--- src/rtl/pc_seq_if.sv ---
// Fetch-side bundle for pc_seq: hazard/redirect/next-PC inputs and the PC outputs.
// master = fetch/hazard control driving the sequencer, slave = pc_seq itself.
interface pc_seq_if #(
  parameter int PC_WIDTH  = 48,
  parameter int RAS_DEPTH = 4
);
  localparam int CW = $clog2(RAS_DEPTH) + 1;

  logic                stall;
  logic                redirect_valid;
  logic [PC_WIDTH-1:0] redirect_pc;
  logic [PC_WIDTH-1:0] pred_pc;
  logic                call_fire;
  logic [PC_WIDTH-1:0] ret_addr;
  logic                ret_fire;
  logic [PC_WIDTH-1:0] pc;
  logic                pc_valid;
  logic                ret_wait;
  logic [CW-1:0]       ras_count;

  modport master (
    output stall, redirect_valid, redirect_pc, pred_pc, call_fire, ret_addr, ret_fire,
    input  pc, pc_valid, ret_wait, ras_count
  );

  modport slave (
    input  stall, redirect_valid, redirect_pc, pred_pc, call_fire, ret_addr, ret_fire,
    output pc, pc_valid, ret_wait, ras_count
  );
endinterface

--- src/rtl/pc_seq.sv ---
// Y86 fetch PC sequencer: reset vector, stall, redirect, ret-wait FSM.
// Optional return-address stack compiled in with `define PCSEQ_RAS_EN.
module pc_seq #(
  parameter int          PC_WIDTH     = 48,
  parameter logic [47:0] RESET_VECTOR = 48'h0,
  parameter int          RAS_DEPTH    = 4
) (
  input  logic clk,
  input  logic rst,
  pc_seq_if.slave bus
);
  localparam int CW = $clog2(RAS_DEPTH) + 1;
  localparam logic [0:0] S_RUN     = 1'b0;
  localparam logic [0:0] S_RETWAIT = 1'b1;
  localparam logic [PC_WIDTH-1:0] RV = PC_WIDTH'(RESET_VECTOR);

  logic [0:0]          state;
  logic [PC_WIDTH-1:0] pc_q;
  logic                valid_q;
  logic                accept;
  logic                both;
  logic                ras_hit;
  logic [PC_WIDTH-1:0] ras_top;
  logic [CW-1:0]       cnt;

  // call/ret/pred only matter on an edge that is neither stalled, redirected nor waiting
  assign accept = !bus.stall && !bus.redirect_valid && (state == S_RUN);

`ifdef PCSEQ_RAS_EN
  localparam int PW = $clog2(RAS_DEPTH);

  logic [PC_WIDTH-1:0] ras_mem [RAS_DEPTH];
  logic [PW-1:0]       top;

  assign both    = bus.call_fire && bus.ret_fire;
  assign ras_hit = (cnt != '0);
  assign ras_top = ras_mem[top];

  // storage kept reset-free; entries are don't-care while cnt is zero
  always_ff @(posedge clk) begin
    if (!rst && accept) begin
      if (both)
        ras_mem[top] <= bus.ret_addr;
      else if (bus.call_fire)
        ras_mem[top + PW'(1)] <= bus.ret_addr;
    end
  end

  always_ff @(posedge clk) begin
    if (rst) begin
      top <= '0;
      cnt <= '0;
    end else if (accept && !both) begin
      if (bus.call_fire) begin
        top <= top + PW'(1);
        if (cnt != CW'(RAS_DEPTH)) cnt <= cnt + CW'(1);
      end else if (bus.ret_fire && ras_hit) begin
        top <= top - PW'(1);
        cnt <= cnt - CW'(1);
      end
    end
  end
`else
  logic unused_ras;
  assign unused_ras = ^{bus.call_fire, bus.ret_addr};
  assign both    = 1'b0;
  assign ras_hit = 1'b0;
  assign ras_top = '0;
  assign cnt     = '0;
`endif

  always_ff @(posedge clk) begin
    if (rst) begin
      pc_q    <= RV;
      valid_q <= 1'b0;
      state   <= S_RUN;
    end else if (bus.redirect_valid) begin
      pc_q    <= bus.redirect_pc;
      valid_q <= 1'b0;
      state   <= S_RUN;
    end else if (bus.stall || state == S_RETWAIT) begin
      valid_q <= (state == S_RUN);
    end else if (bus.ret_fire && !both) begin
      if (ras_hit) begin
        pc_q    <= ras_top;
        valid_q <= 1'b1;
      end else begin
        state   <= S_RETWAIT;
        valid_q <= 1'b0;
      end
    end else begin
      pc_q    <= bus.pred_pc;
      valid_q <= 1'b1;
    end
  end

  assign bus.pc        = pc_q;
  assign bus.pc_valid  = valid_q;
  assign bus.ret_wait  = (state == S_RETWAIT);
  assign bus.ras_count = cnt;
endmodule

--- src/flat_wrapper.sv ---
// flat-port wrapper written by rule: the top's interface ports become plain ports
module pc_seq_flat 
#(
  parameter int          PC_WIDTH     = 48,
  parameter logic [47:0] RESET_VECTOR = 48'h0,
  parameter int          RAS_DEPTH    = 4
)
  (clk, rst, bus_stall, bus_redirect_valid, bus_redirect_pc, bus_pred_pc, bus_call_fire, bus_ret_addr, bus_ret_fire, bus_pc, bus_pc_valid, bus_ret_wait, bus_ras_count);
  pc_seq_if #(.PC_WIDTH(PC_WIDTH), .RAS_DEPTH(RAS_DEPTH)) bus_i ();
  input  logic clk;
  input  logic rst;
  input wire logic [$bits(bus_i.stall)-1:0] bus_stall;
  input wire logic [$bits(bus_i.redirect_valid)-1:0] bus_redirect_valid;
  input wire logic [$bits(bus_i.redirect_pc)-1:0] bus_redirect_pc;
  input wire logic [$bits(bus_i.pred_pc)-1:0] bus_pred_pc;
  input wire logic [$bits(bus_i.call_fire)-1:0] bus_call_fire;
  input wire logic [$bits(bus_i.ret_addr)-1:0] bus_ret_addr;
  input wire logic [$bits(bus_i.ret_fire)-1:0] bus_ret_fire;
  output wire logic [$bits(bus_i.pc)-1:0] bus_pc;
  output wire logic [$bits(bus_i.pc_valid)-1:0] bus_pc_valid;
  output wire logic [$bits(bus_i.ret_wait)-1:0] bus_ret_wait;
  output wire logic [$bits(bus_i.ras_count)-1:0] bus_ras_count;
  assign bus_i.stall = bus_stall;
  assign bus_i.redirect_valid = bus_redirect_valid;
  assign bus_i.redirect_pc = bus_redirect_pc;
  assign bus_i.pred_pc = bus_pred_pc;
  assign bus_i.call_fire = bus_call_fire;
  assign bus_i.ret_addr = bus_ret_addr;
  assign bus_i.ret_fire = bus_ret_fire;
  assign bus_pc = bus_i.pc;
  assign bus_pc_valid = bus_i.pc_valid;
  assign bus_ret_wait = bus_i.ret_wait;
  assign bus_ras_count = bus_i.ras_count;
  pc_seq #(.PC_WIDTH(PC_WIDTH), .RESET_VECTOR(RESET_VECTOR), .RAS_DEPTH(RAS_DEPTH)) u_core (.clk(clk), .rst(rst), .bus(bus_i));
endmodule
--- config.mk ---
export PLATFORM = sky130hd
export DESIGN_NAME = pc_seq_flat
export DESIGN_NICKNAME = d
export VERILOG_FILES = /design/src/rtl/pc_seq_if.sv /design/src/rtl/pc_seq.sv /design/src/flat_wrapper.sv
export SDC_FILE = /design/constraint.sdc
export NUM_CORES = 1
export LEC_CHECK = 0
export BUFFER_PORTS_ARGS = -buffer_cell sky130_fd_sc_hd__buf_2
export CORE_ASPECT_RATIO = 0.8
export CORE_MARGIN = 10
export CORE_UTILIZATION = 30
export DETAILED_ROUTE_END_ITERATION = 12
export MAX_ROUTING_LAYER = met4
export PLACE_DENSITY = 0.65
export SKIP_CTS_REPAIR_TIMING = 1
export SLEW_MARGIN = 20
export SYNTH_ARGS = -nofsm -noshare
export SYNTH_HDL_FRONTEND = slang
export SYNTH_SLANG_ARGS = --single-unit
--- constraint.sdc ---
create_clock -name clk -period 1.15 [get_ports clk]
set_input_delay 0.1725 -clock clk [delete_from_list [all_inputs] [get_ports clk]]
set_output_delay 0.1725 -clock clk [all_outputs]
set_load 0.03 [all_outputs]
### Word-level counts from Yosys, hierarchy flattened

Index checks and enable logic that the tools add are counted.
Widths: inputs -> output; s select.

* register bits: 50
* bits of input ports: 150
* output and inout port bits: 53
* logic and storage cells: 16

* equal/unequal tests: 2
* multiplexer cells: 5
* bitwise gates (word level): 2
* reduce and logical (&&, ||, !) cells: 4

Operators by type and width (number)
* $mux 48: 3
* $ne 2x2->1 const B: 2
* $reduce_and 2->1: 2
* $mux 1: 2
* $not 1->1: 2
* $reduce_or 2->1: 1
* $logic_or 1x1->1: 1

### Logic depth before layout (Yosys ltp)

* depth after elaboration: 3
* gate-level depth with buffers: 5
* mapped depth without buffers: 3

### Least setup slack after synthesis

OpenSTA, ideal clock, no wires.

* kind: flip-flop to flip-flop
* from: reg u_core.state (netlist: u_core.bus.ret_wait)
* to: reg u_core.pc_q[13] (netlist: u_core.bus.pc[13])
* setup time: 0.081 ns
* arrival time: 1.295 ns
* required time: 1.069 ns
* setup slack: -0.226 ns
* stages on the path, launching flop included: 6
* path buffers: 2
* clock period less this slack: 1.376 ns
* cells stage by stage: dfxtp_1 nor3_2 or2_1 buf_6 buf_6 a211oi_2

* longest elaborated chain between the ends: 3

Ends and longest elaborated chain
* from (decl): RTL line pc_seq.sv:17 `logic [0:0] state;`
* from (signal assigned): RTL line pc_seq.sv:76 `state <= S_RUN;`
* from (signal assigned): RTL line pc_seq.sv:80 `state <= S_RUN;`
* from (signal assigned): RTL line pc_seq.sv:88 `state <= S_RETWAIT;`
* $logic_or 1x1->1: RTL line pc_seq.sv:81 `end else if (bus.stall || state == S_RETWAIT) begin`
* $ne 2x2->1 (no line)
* $reduce_and 2->1 (no line)
* to (signal assigned): RTL line pc_seq.sv:78 `pc_q <= bus.redirect_pc;`
* to (signal assigned): RTL line pc_seq.sv:85 `pc_q <= ras_top;`
* to (signal assigned): RTL line pc_seq.sv:92 `pc_q <= bus.pred_pc;`
* to (decl): RTL line pc_seq.sv:18 `logic [PC_WIDTH-1:0] pc_q;`

Every way passes these cells.
A chain may end at the register's enable or synchronous reset.

### Worst setup path in the final report

* from: reg u_core.state (netlist: u_core.bus.ret_wait)
* to: reg u_core.pc_q[22] (netlist: u_core.bus.pc[22])

Same word-level chain as after synthesis.

==> results.txt <==
P_leak = 1.69 nW
Remaining routing DRC violations = 0
Number of synthesized register bits = 50
Grt met2 use = 20.1%
Clk sink count = 50
CTS root buf = clkbuf_8
IO Port Bufs = 150
WP data arrival = 1370 ps
Total Wirelength = 7970 um
Register area share after synthesis = 41.7%
I/O pin count = 203
Fin. max-slew vios = 0
Hold crit path type = in -> reg
RePlAce Congestion = 0.768
Final net count = 529
Post-Synth XOR/XNOR Area = 0%
Via Count = 2320
Post-layout util = 45.5%
Initial antenna violation count = 0
Post-synthesis compound-gate area fraction = 19.4%
Fin crit share = 103%
Pwr per Cell Area = 1200 mW/mm^2
Largest family of logic cells by synthesized area = multiplexers
Clk_skew = 3.73 ps
Placed Area = 0.00332 sq mm
Highest Clock Rate = 841 MHz
Post-Syn Area per Cell = 10.4 sq um
Startpoint class of the critical path = flop
Post-route ant nets = 0
CTS Buffer Depth = 2
Peak VDD IR = 0.538 mV
Worst skew pair latency = 290 ps
Cell count after synthesis = 231
RSZ-0062 raised after global routing = yes
Rows = 29
Post-Layout Inst Area = 0.00358 sq mm
Yosys Warn Count = 0
Failing checks = setup timing
Mapped Area = 0.00240 sq mm
Hpwl dp = 5940 um
Clk slew on worst S/H paths = 90 ps
Most frequent cells in the layout = 148 x buf_2, 49 x nor3_1, 49 x dfxtp_1
Avg WL per Cell = 16.3 um
DRT Pass-1 Iters = 4
H-tree depth = 2
Most common cell after layout, fill and taps aside = buf_2
Crit Path Max Fanout = 12
First-pass GRT wire length = 12200 um
Minimum clock period = 1190 ps
Setup violations, final = 44
Ant diodes = 0
Core ar. = 0.00787 sq mm
Pre-CTS setup slack = -139 ps
Placed insts = 477
Worst hold margin = 215 ps
Number of global-route vias before repair = 2524
CTS buffer count = 5
Die ar. = 0.0120 sq mm
Maxcap violations = 0
Final Hold Vio Count = 0
Drt initial violations = 121
Layout area overhead = 49.1%
TritonCTS clock tree = built
GRT Resource Usage Total = 12.3%
GR peak layer = met2
Share of post-route cells with drive strength above 1 = 57.1%
CP Class = reg -> reg
Netlist cell types = 15
GRT overflow = 0
CP Data Required Time = 1330 ps
Starting Density = 30.5%
Mux cell area share after synthesis = 20.0%
Final std cells w/o fill = 488
M3 GR Usage = 4.26%
Outcome = finished, violations left
Final Worst Setup Slack = -39.7 ps
Post-Synth Adder-Cell Area = 0%
Die W = 120 um
Met1 usage = 14.4%
Height of the die = 100 um
Largest net degree at the start of global routing = 51
Setup crit end kind = flop
Vias per inst = 4.75
Simple-gate share of the synthesized area = 11.2%
==> worst max-delay path, stage by stage, from the launching register on <==
cell       delay [ps]
dfxtp_4           360
nor3_4            190
or2_4             260
clkbuf_16         210
a211oi_2           70
==> area by class of cell <==
type,instances,area (sq um)
Sequential cell,50,1000
Tap cell,108,135
Clock inverter,1,5.00
Inverter,1,3.75
Multi-Input combinational cell,152,1330
Timing Repair Buffer,169,1020
Fill cell,781,4290
Clock buffer,7,86.3
==> logic make-up after synthesis <==
logic type	after synthesis
buf+inv	31
compound gates	49
simple gates	52
mux	48
other cells	1
flops	50
==> synthesized netlist by cell type (all sizes together) <==
cell | instances | area, sq um
a211oi | 48 | 460
a21oi | 1 | 5.00
buf | 21 | 144
clkbuf | 9 | 33.8
conb | 1 | 3.75
dfxtp | 50 | 1000
inv | 1 | 3.75
mux2i | 48 | 480
nor3 | 50 | 255
nor3b | 1 | 7.51
or2 | 1 | 6.26
==> power by group <==
part           switching (mW)  internal (mW)
registers              0.0701           1.88
clock network           0.565          0.487
logic                   0.776          0.538
total                    1.41           2.90
==> stage by stage <==
step                      power (mW)  TNS [ps]
after global routing            4.53     -3940
after CTS                       4.30     -2840
after detailed placement        3.23     -2380
after floorplan                 2.78     -1150
after global placement          3.20     -1460
final                           4.31      -867
==> final timing paths <==
check                           start                 to  cells past startpoint  slack (ps)
setup / recovery  u_core.bus.ret_wait  u_core.bus.pc[22]                      4         -40
hold / removal        bus_pred_pc[34]  u_core.bus.pc[34]                      3         220
setup reg to reg  u_core.bus.ret_wait  u_core.bus.pc[22]                      4         -40
hold reg to reg      u_core.bus.pc[9]   u_core.bus.pc[9]                      2         600
==> registers in the layout (all words and copies together), names as in the netlist <==
signal and cells:
u_core.bus.pc 48, u_core.bus.ret_wait 1, u_core.bus.pc_valid 1
==> routing by layer <==
metal | routed length, um | vias up
li1 | - | 1164
met1 | 3630 | 1059
met2 | 3730 | 95
met3 | 593 | 2
met4 | 22 | 0
met5 | 0 | -
(Power assumes the default switching activity.)
